File: config.mk
export PLATFORM = sky130hd
export DESIGN_NAME = b13_tx_scheduler_flat
export DESIGN_NICKNAME = d
export VERILOG_FILES = /design/src/rtl/b13_pkg.sv /design/src/rtl/b13_tx_scheduler_if.sv /design/src/rtl/rr_arbiter.sv /design/src/rtl/b13_tx_scheduler.sv /design/src/flat_wrapper.sv
export SDC_FILE = /design/constraint.sdc
export NUM_CORES = 1
export LEC_CHECK = 0
export CAP_MARGIN = 20
export CORE_MARGIN = 8
export CORE_UTILIZATION = 45
export CTS_CLUSTER_DIAMETER = 120
export DETAILED_ROUTE_END_ITERATION = 10
export DONT_BUFFER_PORTS = 1
export PLACE_DENSITY = 0.58
export REMOVE_ABC_BUFFERS = 1
export SLEW_MARGIN = 10
export SYNTH_ARGS = -nofsm -noshare
export SYNTH_HDL_FRONTEND = slang
export SYNTH_HIERARCHICAL = 1
export SYNTH_SLANG_ARGS = --single-unit
File: constraint.sdc
create_clock -name clock -period 4.95 [get_ports clock]
set_input_delay 0.495 -clock clock [delete_from_list [all_inputs] [get_ports clock]]
set_output_delay 0.495 -clock clock [all_outputs]
set_load 0.02 [all_outputs]
File: src/rtl/b13_pkg.sv
// Shared types and defaults for the b13 transmit scheduler.
// Holds the transmit FSM encoding and the round-robin index helper.
package b13_pkg;

    typedef enum logic [1:0] {
        IDLE  = 2'd0,
        START = 2'd1,
        DATA  = 2'd2,
        STOP  = 2'd3
    } tx_state_e;

    localparam int DEF_NUM_CH    = 4;
    localparam int DEF_DATA_W    = 8;
    localparam int DEF_BIT_TICKS = 104;

    // Channel index reached by stepping 'off' places from 'base', wrapping at n.
    function automatic int rr_index(input int base, input int off, input int n);
        return (base + off) % n;
    endfunction

endpackage

File: src/rtl/b13_tx_scheduler_if.sv
// Requester/line bundle of the b13 transmit scheduler.
// master = channel logic and line driver side, slave = the scheduler.
interface b13_tx_scheduler_if
    import b13_pkg::*;
#(
    parameter int NUM_CH = DEF_NUM_CH,
    parameter int DATA_W = DEF_DATA_W
);
    localparam int CH_W = (NUM_CH > 1) ? $clog2(NUM_CH) : 1;

    logic [NUM_CH-1:0]        req;
    logic [NUM_CH*DATA_W-1:0] req_data;
    logic                     dsr;
    logic [NUM_CH-1:0]        gnt;
    logic [CH_W-1:0]          cur_ch;
    logic                     busy;
    logic                     txd;
    logic                     tx_end;

    modport master (
        output req, req_data, dsr,
        input  gnt, cur_ch, busy, txd, tx_end
    );

    modport slave (
        input  req, req_data, dsr,
        output gnt, cur_ch, busy, txd, tx_end
    );

endinterface

File: src/rtl/rr_arbiter.sv
// Combinational round-robin pick: first requesting channel at or after ptr,
// wrapping past the top index.
module rr_arbiter
    import b13_pkg::*;
#(
    parameter  int NUM_CH = DEF_NUM_CH,
    localparam int CH_W   = (NUM_CH > 1) ? $clog2(NUM_CH) : 1
) (
    input  logic [NUM_CH-1:0] req,
    input  logic [CH_W-1:0]   ptr,
    output logic [CH_W-1:0]   winner,
    output logic              valid
);

    // Walk from the farthest offset down so the nearest request is written last.
    always_comb begin
        winner = '0;
        valid  = 1'b0;
        for (int i = NUM_CH - 1; i >= 0; i--) begin
            if (req[rr_index(int'(ptr), i, NUM_CH)]) begin
                winner = CH_W'(rr_index(int'(ptr), i, NUM_CH));
                valid  = 1'b1;
            end
        end
    end

endmodule

File: src/rtl/b13_tx_scheduler.sv
// Round-robin scheduler sharing one b13 serial transmitter among NUM_CH channels.
// Grants one request per frame and shifts it out as start, LSB-first data, stop.
module b13_tx_scheduler
    import b13_pkg::*;
#(
    parameter int NUM_CH    = DEF_NUM_CH,
    parameter int DATA_W    = DEF_DATA_W,
    parameter int BIT_TICKS = DEF_BIT_TICKS
) (
    input logic               clock,
    input logic               reset_n,
    b13_tx_scheduler_if.slave bus
);

    localparam int CH_W   = (NUM_CH > 1) ? $clog2(NUM_CH) : 1;
    localparam int TICK_W = $clog2(BIT_TICKS);
    localparam int BC_W   = $clog2(DATA_W + 1);

    localparam logic [TICK_W-1:0] TICK_LAST = TICK_W'(BIT_TICKS - 1);
    localparam logic [BC_W-1:0]   BIT_LAST  = BC_W'(DATA_W - 1);
    localparam logic [CH_W-1:0]   CH_LAST   = CH_W'(NUM_CH - 1);

    tx_state_e           state_q, state_d;
    logic [TICK_W-1:0]   tick_q, tick_d;
    logic [BC_W-1:0]     bit_cnt_q, bit_cnt_d;
    logic [DATA_W-1:0]   shreg_q, shreg_d;
    logic [CH_W-1:0]     rr_ptr_q, rr_ptr_d;
    logic [NUM_CH-1:0]   gnt_q, gnt_d;
    logic [CH_W-1:0]     cur_ch_q, cur_ch_d;
    logic                busy_q, busy_d;
    logic                txd_q, txd_d;
    logic                tx_end_q, tx_end_d;

    logic [CH_W-1:0]     arb_winner;
    logic                arb_valid;
    logic [DATA_W-1:0]   win_byte;
    logic [NUM_CH-1:0]   win_onehot;
    logic                tick_last;

    rr_arbiter #(.NUM_CH(NUM_CH)) u_arb (
        .req    (bus.req),
        .ptr    (rr_ptr_q),
        .winner (arb_winner),
        .valid  (arb_valid)
    );

    always_comb begin
        win_byte   = '0;
        win_onehot = '0;
        for (int k = 0; k < NUM_CH; k++) begin
            if (arb_winner == CH_W'(k)) begin
                win_byte      = bus.req_data[k*DATA_W +: DATA_W];
                win_onehot[k] = 1'b1;
            end
        end
    end

    assign tick_last = (tick_q == TICK_LAST);

    // NOTE: every variable gets a default before the case; any branch that skipped one would infer a latch.
    always_comb begin
        state_d   = state_q;
        tick_d    = tick_q;
        bit_cnt_d = bit_cnt_q;
        shreg_d   = shreg_q;
        rr_ptr_d  = rr_ptr_q;
        gnt_d     = '0;
        cur_ch_d  = cur_ch_q;
        busy_d    = busy_q;
        txd_d     = txd_q;

        unique case (state_q)
            IDLE: begin
                txd_d = 1'b1;
                if (bus.dsr && arb_valid) begin
                    gnt_d    = win_onehot;
                    cur_ch_d = arb_winner;
                    shreg_d  = win_byte;
                    txd_d    = 1'b0;
                    busy_d   = 1'b1;
                    tick_d   = '0;
                    state_d  = START;
                    rr_ptr_d = (arb_winner == CH_LAST) ? '0 : arb_winner + 1'b1;
                end
            end
            START: begin
                if (tick_last) begin
                    tick_d    = '0;
                    bit_cnt_d = '0;
                    txd_d     = shreg_q[0];
                    state_d   = DATA;
                end else begin
                    tick_d = tick_q + 1'b1;
                end
            end
            DATA: begin
                if (tick_last) begin
                    tick_d    = '0;
                    shreg_d   = shreg_q >> 1;
                    bit_cnt_d = bit_cnt_q + 1'b1;
                    if (bit_cnt_q == BIT_LAST) begin
                        txd_d   = 1'b1;
                        state_d = STOP;
                    end else begin
                        txd_d = shreg_d[0];
                    end
                end else begin
                    tick_d = tick_q + 1'b1;
                end
            end
            STOP: begin
                if (tick_last) begin
                    tick_d  = '0;
                    busy_d  = 1'b0;
                    state_d = IDLE;
                end else begin
                    tick_d = tick_q + 1'b1;
                end
            end
            default: state_d = IDLE;
        endcase

        // Registered tx_end must be set one edge early to land on the last stop cycle.
        tx_end_d = (state_d == STOP) && (tick_d == TICK_LAST);
    end

    // NOTE: state registers use non-blocking assignments so every flop samples pre-edge values.
    always_ff @(posedge clock or negedge reset_n) begin
        if (!reset_n) begin
            state_q   <= IDLE;
            tick_q    <= '0;
            bit_cnt_q <= '0;
            shreg_q   <= '0;
            rr_ptr_q  <= '0;
            gnt_q     <= '0;
            cur_ch_q  <= '0;
            busy_q    <= 1'b0;
            txd_q     <= 1'b1;
            tx_end_q  <= 1'b0;
        end else begin
            state_q   <= state_d;
            tick_q    <= tick_d;
            bit_cnt_q <= bit_cnt_d;
            shreg_q   <= shreg_d;
            rr_ptr_q  <= rr_ptr_d;
            gnt_q     <= gnt_d;
            cur_ch_q  <= cur_ch_d;
            busy_q    <= busy_d;
            txd_q     <= txd_d;
            tx_end_q  <= tx_end_d;
        end
    end

    assign bus.gnt    = gnt_q;
    assign bus.cur_ch = cur_ch_q;
    assign bus.busy   = busy_q;
    assign bus.txd    = txd_q;
    assign bus.tx_end = tx_end_q;

endmodule
File: src/flat_wrapper.sv
// flat-port wrapper written by rule: the top's interface ports become plain ports
module b13_tx_scheduler_flat import b13_pkg::*;
#(
    parameter int NUM_CH    = DEF_NUM_CH,
    parameter int DATA_W    = DEF_DATA_W,
    parameter int BIT_TICKS = DEF_BIT_TICKS
)
  (clock, reset_n, bus_req, bus_req_data, bus_dsr, bus_gnt, bus_cur_ch, bus_busy, bus_txd, bus_tx_end);
  b13_tx_scheduler_if #(.NUM_CH(NUM_CH), .DATA_W(DATA_W)) bus_i ();
  input logic clock;
  input logic reset_n;
  input wire logic [$bits(bus_i.req)-1:0] bus_req;
  input wire logic [$bits(bus_i.req_data)-1:0] bus_req_data;
  input wire logic [$bits(bus_i.dsr)-1:0] bus_dsr;
  output wire logic [$bits(bus_i.gnt)-1:0] bus_gnt;
  output wire logic [$bits(bus_i.cur_ch)-1:0] bus_cur_ch;
  output wire logic [$bits(bus_i.busy)-1:0] bus_busy;
  output wire logic [$bits(bus_i.txd)-1:0] bus_txd;
  output wire logic [$bits(bus_i.tx_end)-1:0] bus_tx_end;
  assign bus_i.req = bus_req;
  assign bus_i.req_data = bus_req_data;
  assign bus_i.dsr = bus_dsr;
  assign bus_gnt = bus_i.gnt;
  assign bus_cur_ch = bus_i.cur_ch;
  assign bus_busy = bus_i.busy;
  assign bus_txd = bus_i.txd;
  assign bus_tx_end = bus_i.tx_end;
  b13_tx_scheduler #(.NUM_CH(NUM_CH), .DATA_W(DATA_W), .BIT_TICKS(BIT_TICKS)) u_core (.clock(clock), .reset_n(reset_n), .bus(bus_i));
endmodule
== Yosys cells after proc, flatten, opt, wreduce, memory -nomap -nowiden ==
Cells that the tools add are included.
Storage, ports and cells
  bits in registers: 32
  bits of input ports: 39
  output and inout bits: 9
  logic and storage cells: 107
Operators by class
  add/sub/neg operators: 6
  order comparisons: 4
  equality and inequality tests: 14
  multiplexer cells: 53
  bitwise operators: 3
  reductions and logical operators: 17
Operators by type and width (number)
  $mux 8: 6
  $mux 1: 21
  $mux 2: 10
  $mux 4: 4
  $pmux 8 s2: 1
  $eq 7x7->1 const B: 2
  $mux 7: 2
  $pmux 7 s2: 1
  $lt 3x4->1 const B: 3
  $reduce_and 3->1: 4
  $eq 2x2->1 const B: 5
  $bmux 1 s2: 4
  $ne 2x1->1 const B: 4
  $pmux 2 s4: 1
  $pmux 4 s2: 1
  $add 7x1->7 const B: 1
  $reduce_bool 2->1: 3
  $reduce_or 2->1: 3
  $add 2x1->2 const B: 2
  $add 2x2->2 const B: 2
  $add 4x1->4 const B: 1
  $eq 2x1->1 const B: 2
  $eq 4x3->1 const B: 1
  $logic_not 2->1: 2
  other kinds (8): 11

== Logic depth before layout (Yosys ltp) ==
  word-level depth: 17
  gate-level depth with buffers: 11
  gate-level depth less buffers: 10

== Cells and area by module ==
The synthesis kept the hierarchy.
Modules (own cells, without submodules)
  b13_tx_scheduler: instances 1, cells each 220, area an instance 1915.6 sq um, sequential area each 802.0 sq um
  rr_arbiter: instances 1, cells each 13, area an instance 77.6 sq um, sequential area each 0.0 sq um

== Worst setup path before layout ==
No wires, ideal clock.
  path type: in2reg
  start: input port bus_req[3]
  end: register u_core.shreg_q[7]
  setup time: 0.121 ns
  arrival: 2.037 ns
  required time: 4.829 ns
  setup slack: 2.792 ns
  stages: 11
  path buffers: 1
  cell sequence: nand2b_1 -> a211oi_1 -> nor2_1 -> inv_1 -> ha_1 -> clkbuf_1 -> nand3b_1 -> a21oi_1 -> a21oi_1 -> o21ai_0 -> a22o_1
Between the ends
  word-level cells in the longest chain between the ends: 14
  elaborated cells on any way between the ends: 32
  those cells by class: 4 x eq/ne; 25 x mux; 3 x reduce/logical
RTL lines
  start, declared: line flat_wrapper.sv:12  | input wire logic [$bits(bus_i.req)-1:0] bus_req;
  $bmux 1 s2: line rr_arbiter.sv:20  | if (req[rr_index(int'(ptr), i, NUM_CH)]) begin
  $mux 1 (not written as such) (2 in a row): line rr_arbiter.sv:20
  $mux 2 (3 in a row): line rr_arbiter.sv:20
  $mux 2 (*): line rr_arbiter.sv:20
  net u_core.arb_winner[1]: line b13_tx_scheduler.sv:34  | logic [CH_W-1:0] arb_winner;
  $logic_not 2->1: line b13_tx_scheduler.sv:51  | if (arb_winner == CH_W'(k)) begin
  $mux 8 (3 in a row): line b13_tx_scheduler.sv:51
  $mux 8 (*): line b13_tx_scheduler.sv:51
  $mux 8 (*): line b13_tx_scheduler.sv:75  | if (bus.dsr && arb_valid) begin
  $pmux 8 s2 (*): line b13_tx_scheduler.sv:72  | unique case (state_q)
  end signal, assigned: line b13_tx_scheduler.sv:144  | shreg_q <= shreg_d;
  end, declared: line b13_tx_scheduler.sv:26  | logic [DATA_W-1:0] shreg_q, shreg_d;
The timed path passes the listed nets; every way through them passes the cells marked *. The select of a mux whose other input is x is not followed.
A chain may end at the register's enable or synchronous reset.

== Worst setup path after layout ==
  start: register u_core.state_q[0]
  end: register u_core.shreg_q[4]
Between the ends
  word-level cells in the longest chain between the ends: 3
  elaborated cells on any way between the ends: 7
  those cells by class: 3 x eq/ne; 1 x mux; 3 x reduce/logical
RTL lines
  start, declared: line b13_tx_scheduler.sv:23  | tx_state_e state_q, state_d;
  start signal, assigned: line b13_tx_scheduler.sv:141  | state_q <= state_d;
  $eq 2x2->1 or $logic_not 2->1 (tied branches): line b13_tx_scheduler.sv:72
  $ne 2x1->1 (no line) or $reduce_bool 2->1 (tied branches)
  $reduce_and 3->1 (no line)
Several ways; a longest one is shown, not always the timed one.

==> results.json <==
{
  "required_ns": 5.13,
  "final.period_utilization": 0.5331,
  "tritoncts": "built",
  "yosysSeqAreaShare": 0.4024,
  "vias": 1716,
  "syn_area_per_cell_um2": 8.554,
  "most-common-layout-cells": "nand2_1 (35), dfrtp_1 (31), a21oi_1 (27)",
  "synth.yosys.warnings": 6,
  "number_of_placement_rows": 24,
  "hold_viol": 0,
  "syn_inst": 233,
  "pwr_density_cell_nw_per_um2": 516.4,
  "critPathLaunchType": "flop",
  "drt_drc_violations_left": 0,
  "antenna_cells_inserted": 0,
  "worst_setup_path_end_kind": "flop",
  "pin_count_of_the_biggest_net_entering_global_routing": 32,
  "floorplan.core_area_um2": 4324,
  "drt_iter0_drc": 166,
  "clk_latency_ns": 0.28,
  "max_freq_mhz": 379.0,
  "post_drt_wl_per_cell_um": 18.16,
  "max_slew_margin": 0.5771,
  "drv_cap": 0,
  "cts_inserted_buffers": 5,
  "path_class": "flop to flop",
  "layout_cells_sized_above_1": 0.06522,
  "antenna_left": 0,
  "clk_path_buf_depth": 2,
  "worst_ir_drop_vdd_mv": 0.2126,
  "grt_overflow_total": 0,
  "number_of_global_route_vias_before_repair": 1658,
  "num-fill-cells": 437,
  "number_of_failing_setup_endpoints_in_the_final_timing_report": 0,
  "cts.hold.buffers_added": 1,
  "most_used_flip_flop_cell_after_synthesis": "dfrtp_1",
  "place.detailed.instances": 273,
  "resize_count_post_cts": 0,
  "critPathMaxFanout": 17,
  "syn-cell-area_um2": 1993,
  "clock_skew_ns": 0.006759,
  "buffer_ports.inserted": 0,
  "worst_pin_slew_ns": 0.6309,
  "result_of_the_run": "completed",
  "drt_first_pass_iters": 4,
  "die-height_um": 82.55,
  "origin_of_the_critical_flop_to_flop_path": "u_core/state_q[0]$_DFF_PN0_",
  "asyncSetResetFlopFracSynth": 1.000,
  "post-dp-hpwl_mm": 3.771,
  "timing_max_transition_violations_final": 0,
  "grt_pass1_wl_mm": 8.238,
  "average_via_count_per_standard_cell": 6.085,
  "routabilityCongestion": 0.8822,
  "post_route_setup_tns_ns": 0,
  "design.die.area_um2": 6815,
  "layout.cells.most_common": "nand2_1",
  "count_of_flip_flops_with_a_built_in_enable_after_synthesis": 0,
  "timing.rr.end": "u_core/shreg_q[4]$_DFFE_PN0P_",
  "htree_num_levels": 2,
  "totalWireLength_mm": 5.122,
  "io_pins": 48,
  "final_period_minus_worst_setup_slack_ns": 2.639,
  "gr-usage-all-layers": 0.1582,
  "setup.reg_to_reg.worst_slack_ns": 2.31,
  "yosysUniqueCellTypes": 49,
  "cts.root.buffer_cell": "clkbuf_8",
  "die_width_um": 82.55,
  "initial_core_util": 0.4609,
  "post-cts-setup-buffer-count": 0,
  "clk_transition_reported_paths_ns": 0.07,
  "number_of_sinks_handled_by_clock_tree_synthesis": 32,
  "worst_hold_path_type": "primary input to async pin",
  "critical_path_arrival_ns": 2.82,
  "grt_setup_unrepaired": "no",
  "area_delta_synth_final_pct": 6.215,
  "finalNetCount": 278,
  "grt_antenna_before_repair": 0,
  "final_cell_count_no_fill": 282,
  "yosys_register_bits": 32,
  "worst_r2r_path_depth": 7,
  "total_leakage_power_nw": 0.8649
}
## critical path: stages (launching register included)
cell	delay, ns
dfrtp_1	0.42
inv_1	0.10
ha_1	0.52
inv_1	0.30
or4_4	0.62
a21oi_2	0.25
o21ai_0	0.14
o21ai_0	0.20
## worst max path at each step
stage	to	from
6_report	u_core/shreg_q[4]$_DFFE_PN0P_	u_core/state_q[0]$_DFF_PN0_
2_1_floorplan	u_core/bus.tx_end$_DFF_PN0_	u_core/state_q[1]$_DFF_PN0_
3_5_place_dp	u_core/shreg_q[4]$_DFFE_PN0P_	u_core/state_q[0]$_DFF_PN0_
5_1_grt	u_core/shreg_q[4]$_DFFE_PN0P_	u_core/state_q[0]$_DFF_PN0_
3_3_place_gp	u_core/shreg_q[7]$_DFFE_PN0P_	u_core/state_q[0]$_DFF_PN0_
4_1_cts	u_core/shreg_q[4]$_DFFE_PN0P_	u_core/state_q[0]$_DFF_PN0_
## kinds of logic (layout without fill, tap and decap cells)
logic type,count (synthesis),in the layout,share of synthesized area
adder cells (fa/ha/maj),10,10,0.06277
AO/OA/AOI/OAI,81,81,0.2492
flip-flops,32,32,0.4024
XOR/XNOR,2,2,0.008790
AND/OR/NAND/NOR,84,84,0.2203
buffers and inverters,22,19,0.04645
multiplexers,2,2,0.01004
## routing by layer
metal,part of all wire,wire length (µm),global-route usage,vias to the layer above
met3,0.061,310,0.04113,7
met1,0.44,2253,0.2027,824
met4,0.015,77,0.06207,0
li1,-,-,-,826
met2,0.48,2480,0.2490,59
met5,0,0,0,-
## where the power goes
group | internal [mW] | switching (mW) | leakage [nW]
clock network | 0.113 | 0.0894 | 0.0455
logic | 0.185 | 0.273 | 0.404
registers | 0.339 | 0.0934 | 0.416
## cell usage after synthesis, types with 4 or more instances
master     n  share of area
dfrtp_1   31           0.39
and2_1     5          0.016
nand3b_1   9          0.034
nor2_1     9          0.017
nand2_1   35          0.066
o21a_1     7          0.026
clkbuf_1  10          0.019
o31ai_1    4          0.015
ha_1      10          0.063
a21oi_1   27          0.068
o21ai_0   21          0.053
inv_1      9          0.017
nand3_1    6          0.015
## state kept, by name, indices dropped and copies added (netlist names)
signal,cells
u_core/shreg_q,8
u_core/bus.txd,1
u_core/state_q,2
u_core/rr_ptr_q,2
u_core/bus.tx_end,1
u_core/tick_q,7
u_core/bus.cur_ch,2
u_core/bus.gnt,4
u_core/bus.busy,1
u_core/bit_cnt_q,4
## final cells by class
type / instances / area (µm²) / area share
multi-input combinational: 179 / 1099 / 0.5189
sequential: 32 / 802.0 / 0.3788
clock buffer: 8 / 90.09 / 0.04255
tap: 52 / 65.06 / 0.03073
inverter: 9 / 33.78 / 0.01596
timing repair buffer: 2 / 27.53 / 0.01300
## per-stage QoR
stage	setup slack (ns)	hold slack (ns)	util	area [µm²]	total power, mW
2_1_floorplan	2.339	0.1994	-	1934	0.7654
3_3_place_gp	2.485	0.2003	0.4641	2007	0.8641
3_5_place_dp	2.341	0.2004	0.4641	2007	0.8792
4_1_cts	2.326	0.03911	0.4896	2117	1.096
5_1_grt	2.107	0.03189	0.4896	2117	1.181
6_report	2.311	0.03876	0.4896	2117	1.093
Power figures use the tool's default switching activity.
